[src/rtl/jk_reg_pkg.sv]
// Shared types and constants for the JK-cell register.
// Mode encoding and per-bit JK control codes.
package jk_reg_pkg;

  typedef enum logic [1:0] {
    MODE_JK   = 2'b00,
    MODE_LOAD = 2'b01,
    MODE_UP   = 2'b10,
    MODE_DOWN = 2'b11
  } mode_t;

  localparam logic [1:0] JK_HOLD = 2'b00;
  localparam logic [1:0] JK_CLR  = 2'b01;
  localparam logic [1:0] JK_SET  = 2'b10;
  localparam logic [1:0] JK_TOG  = 2'b11;

endpackage

[src/rtl/jk_cell.sv]
// Single JK flip-flop bit with clock enable and registered complement output.
// Asynchronous active-low reset clears q and sets qbar.
module jk_cell
  import jk_reg_pkg::*;
(
  input  logic clk,
  input  logic rst_n,
  input  logic ce,
  input  logic j,
  input  logic k,
  output logic q,
  output logic qbar
);

  // qbar is its own flop so it stays an exact registered complement of q.
  always_ff @(posedge clk or negedge rst_n) begin
    if (!rst_n) begin
      q    <= 1'b0;
      qbar <= 1'b1;
    end else if (ce) begin
      case ({j, k})
        JK_CLR: begin
          q    <= 1'b0;
          qbar <= 1'b1;
        end
        JK_SET: begin
          q    <= 1'b1;
          qbar <= 1'b0;
        end
        JK_TOG: begin
          q    <= ~q;
          qbar <= ~qbar;
        end
        default: begin
        end
      endcase
    end
  end

endmodule

[src/rtl/jk_register.sv]
// WIDTH-bit register of JK cells with per-bit JK control, parallel load and up/down counting.
// Define JKREG_SAT_EN to make the counting modes saturate instead of wrap.
module jk_register
  import jk_reg_pkg::*;
#(
  parameter int WIDTH = 8
) (
  input  logic             clk,
  input  logic             rst_n,
  input  logic             en,
  input  logic [1:0]       mode,
  input  logic [WIDTH-1:0] j,
  input  logic [WIDTH-1:0] k,
  input  logic [WIDTH-1:0] d,
  output logic [WIDTH-1:0] q,
  output logic [WIDTH-1:0] qbar,
  output logic             tc
);

  mode_t            op;
  logic [WIDTH-1:0] up_chain;
  logic [WIDTH-1:0] dn_chain;
  logic [WIDTH-1:0] cell_j;
  logic [WIDTH-1:0] cell_k;
  logic             at_bound;

  assign op = mode_t'(mode);

  // Synchronous toggle chains: a bit flips when every lower bit is 1 (up) or 0 (down).
  always_comb begin
    up_chain    = '0;
    dn_chain    = '0;
    up_chain[0] = 1'b1;
    dn_chain[0] = 1'b1;
    for (int i = 1; i < WIDTH; i++) begin
      up_chain[i] = up_chain[i-1] & q[i-1];
      dn_chain[i] = dn_chain[i-1] & ~q[i-1];
    end
  end

  always_comb begin
    cell_j   = '0;
    cell_k   = '0;
    at_bound = 1'b0;
    case (op)
      MODE_JK: begin
        cell_j = j;
        cell_k = k;
      end
      MODE_LOAD: begin
        cell_j = d;
        cell_k = ~d;
      end
      MODE_UP: begin
        at_bound = &q;
        cell_j   = up_chain;
        cell_k   = up_chain;
      end
      MODE_DOWN: begin
        at_bound = ~|q;
        cell_j   = dn_chain;
        cell_k   = dn_chain;
      end
    endcase
`ifdef JKREG_SAT_EN
    if (at_bound) begin
      cell_j = '0;
      cell_k = '0;
    end
`endif
  end

  for (genvar i = 0; i < WIDTH; i++) begin : g_cell
    jk_cell u_cell (
      .clk  (clk),
      .rst_n(rst_n),
      .ce   (en),
      .j    (cell_j[i]),
      .k    (cell_k[i]),
      .q    (q[i]),
      .qbar (qbar[i])
    );
  end

  always_ff @(posedge clk or negedge rst_n) begin
    if (!rst_n) tc <= 1'b0;
    else        tc <= en & at_bound;
  end

endmodule

[config.mk]
export PLATFORM = sky130hd
export DESIGN_NAME = jk_register
export DESIGN_NICKNAME = d
export VERILOG_FILES = /design/src/rtl/jk_reg_pkg.sv /design/src/rtl/jk_cell.sv /design/src/rtl/jk_register.sv
export SDC_FILE = /design/constraint.sdc
export NUM_CORES = 1
export LEC_CHECK = 0
export CORE_MARGIN = 8
export CORE_UTILIZATION = 35
export CTS_CLUSTER_SIZE = 28
export DETAILED_ROUTE_END_ITERATION = 8
export PLACE_DENSITY = 0.67
export SLEW_MARGIN = 20
export SYNTH_ARGS = -nofsm -noshare
export SYNTH_HDL_FRONTEND = slang
export SYNTH_SLANG_ARGS = --single-unit
[constraint.sdc]
create_clock -name clk -period 1.9 [get_ports clk]
set_input_delay 0.285 -clock clk [delete_from_list [all_inputs] [get_ports clk]]
set_output_delay 0.285 -clock clk [all_outputs]
set_load 0.01 [all_outputs]
==> metrics <==
depth of the CTS H-tree 1; YS warnings 0; 1st-pass router iterations 4; CTS tree built; Post-Synthesis Cells 151; Final Non-Filler Cells 242; vias in the first global route 1460; max-cap viol count 0; WP data arrival 2.05 ns; fin util 52.0%; PwrDens 798 nW/um^2; asr flop ratio synth 100%; CTS sink count 17; clock tree buffer depth 2; Worst EP required 2.02 ns; Root Buffer Master clkbuf_8; setup_tns -0.0248 ns; clock slew at reported path FFs 0.07 ns; clk_skew 0.00631 ns; Slew @ Worst Pin 0.353 ns; Core Region 3690 sq um; Final period util 101%; failing checks setup timing; GRT Total Usage 13.0%; Clock Latency Late Sink 0.25 ns; total power 1.53 mW; largest net degree at the start of global routing 23; Synth top area share 16.7%; final critical-path required period 1.92 ns; Worst path slowest cell clkdlybuf4s50_1; Syn Area/Cell 8.94 sq um; Vias/cell 5.45; Area contributors post-synth dfrtp_1 17%, dfstp_2 16%, buf_4 8.9%; setup bufs post-CTS 0; count of cell types in the netlist 48; n_diodes 0; largest area contributor in the netlist dfrtp_1; # nets final 224; remaining antenna violation count after routing 0; Peak VDD IR 0.525 mV; antenna violations before repair 0; CP Cell Sequence clkdlybuf4s50_1 > nand3b_1 > or3_1 > a311oi_2 > o21ai_0; cell area after layout 1920 sq um; die height 78.1 um; Worst setup EP type register; Min-Delay Path Class in -> async; total die area 6100 sq um; reg-to-reg slack, setup 0.01 ns; Synth Flop Type dfrtp_1; Top Family by Delay on Critical Path simple AND/OR/NAND/NOR gates; RSZ-0062 raised after global routing true; Area Growth Syn to Fin 42.0%; Setup crit start kind input port; Commonest cells post-synth 16 x buf_4, 13 x nor2_1, 10 x o21ai_0, 9 x dfrtp_1, 9 x nand2_1; Worst path depth 5; share of cells above drive strength 1 27.3%; Pleak 0.757 nW; max_slew headroom 76.4%; # port buffers 45; count leader, synth buf_4; CP peak stage delay 0.52 ns; hold slack 0.354 ns; CTS buffer count 3; HPWL after DPL 3090 um; Post-synth EDFFs 0; Fmax 520 MHz; cts repair resizes 0; first-pass GRT wire length 6730 um; WL final 3920 um; dpl cell area 1850 sq um; GPL Wtd Cong 0.842; CP Buf/Inv Count 1; final max-slew violation count 0; Seq/Total Area, Yosys 32.3%; worst-case reg-to-reg path depth 5; Hold Vio Cnt, Final 0; Initial Utilization 36.6%; WS Path Type in -> reg; Die W 78.1 um; Yosys reg bits 17; via count 1319; Inst Count DP 238; status finished with violations; setup slack after layout -0.0248 ns; DR DRC count 0; starting DRC count in detailed routing 103; cell row count 22; Setup Viol. Count Final 1; Post-Syn Nets 180; total gr overflow 0; critical path peak fanout 7; WL/cell 16.2 um; Mapped Area 1350 sq um; hold buffer count at cts 0; Setup WS pre-CTS -0.206 ns; Ports 46
## layout by cell type, fill, tap and decap left out, types with 3 or more instances in the layout
cell type,count
nor2_1,13
inv_1,3
dfstp_2,8
clkbuf_8,3
o2bb2ai_1,3
dfrtp_1,9
mux2_2,7
nand2_1,9
clkdlybuf4s50_1,45
o221ai_1,3
buf_4,20
o221a_2,3
o21ai_0,9
a21oi_1,5
mux2i_1,8
## worst register-to-register path, delay by kind of cell (launching register included)
family                 cells  cell delay (ns)
and+or+nand+nor            2             0.80
DFF                        1             0.40
AOI/OAI and AO/OA          2             0.44
buffers and inverters      1             0.13
## worst paths after layout
path | startpoint | end
worst max-delay path | mode[0] | g_cell[6].u_cell.q$_DFFE_PN0P_
worst min-delay path | rst_n | g_cell[2].u_cell.q$_DFFE_PN0P_
min in group clk | g_cell[7].u_cell.qbar$_DFFE_PN1P_ | g_cell[7].u_cell.qbar$_DFFE_PN1P_
worst min register to register | g_cell[7].u_cell.qbar$_DFFE_PN1P_ | g_cell[7].u_cell.qbar$_DFFE_PN1P_
worst max register to register | g_cell[3].u_cell.q$_DFFE_PN0P_ | g_cell[6].u_cell.q$_DFFE_PN0P_
max in group asynchronous | rst_n | g_cell[6].u_cell.qbar$_DFFE_PN1P_
## kinds of logic after synthesis
| family | count (synthesis) | synth area share, % |
|---|---|---|
| AOI/OAI and AO/OA | 45 | 24.4 |
| muxes | 15 | 11.8 |
| DFF | 17 | 32.3 |
| and+or+nand+nor | 43 | 17.4 |
| xor gates and xnor gates | 1 | 0.649 |
| buffers and inverters | 30 | 13.5 |
## sequential cells by signal, indices dropped and copies added, names as in the netlist
| register | count |
|---|---|
| tc | 1 |
| g_cell.u_cell.q | 8 |
| g_cell.u_cell.qbar | 8 |
## area by class of cell
class	instances	area (sq um)
Clock buffer	3	41.3
Clock inverter	1	5.00
Fill cell	365	1770
Inverter	3	11.3
Multi-Input combinational cell	104	752
Sequential cell	17	435
Tap cell	48	60.1
Timing Repair Buffer	66	612
## routing by layer
layer | vias to the layer above | global-route usage, % | wire (um)
met3 | 6 | 4.56 | 236
met2 | 40 | 23.3 | 2030
met4 | 0 | 2.22 | 38
met1 | 645 | 14.7 | 1610
met5 | - | 0 | 0
li1 | 628 | - | -
## power breakdown
group | internal [mW] | leakage, nW | switching, mW | total (mW)
registers | 0.477 | 0.193 | 0.0726 | 0.550
logic | 0.407 | 0.539 | 0.295 | 0.702
clock network | 0.146 | 0.0255 | 0.132 | 0.278
No activity file was read; power rests on OpenSTA's default activity.
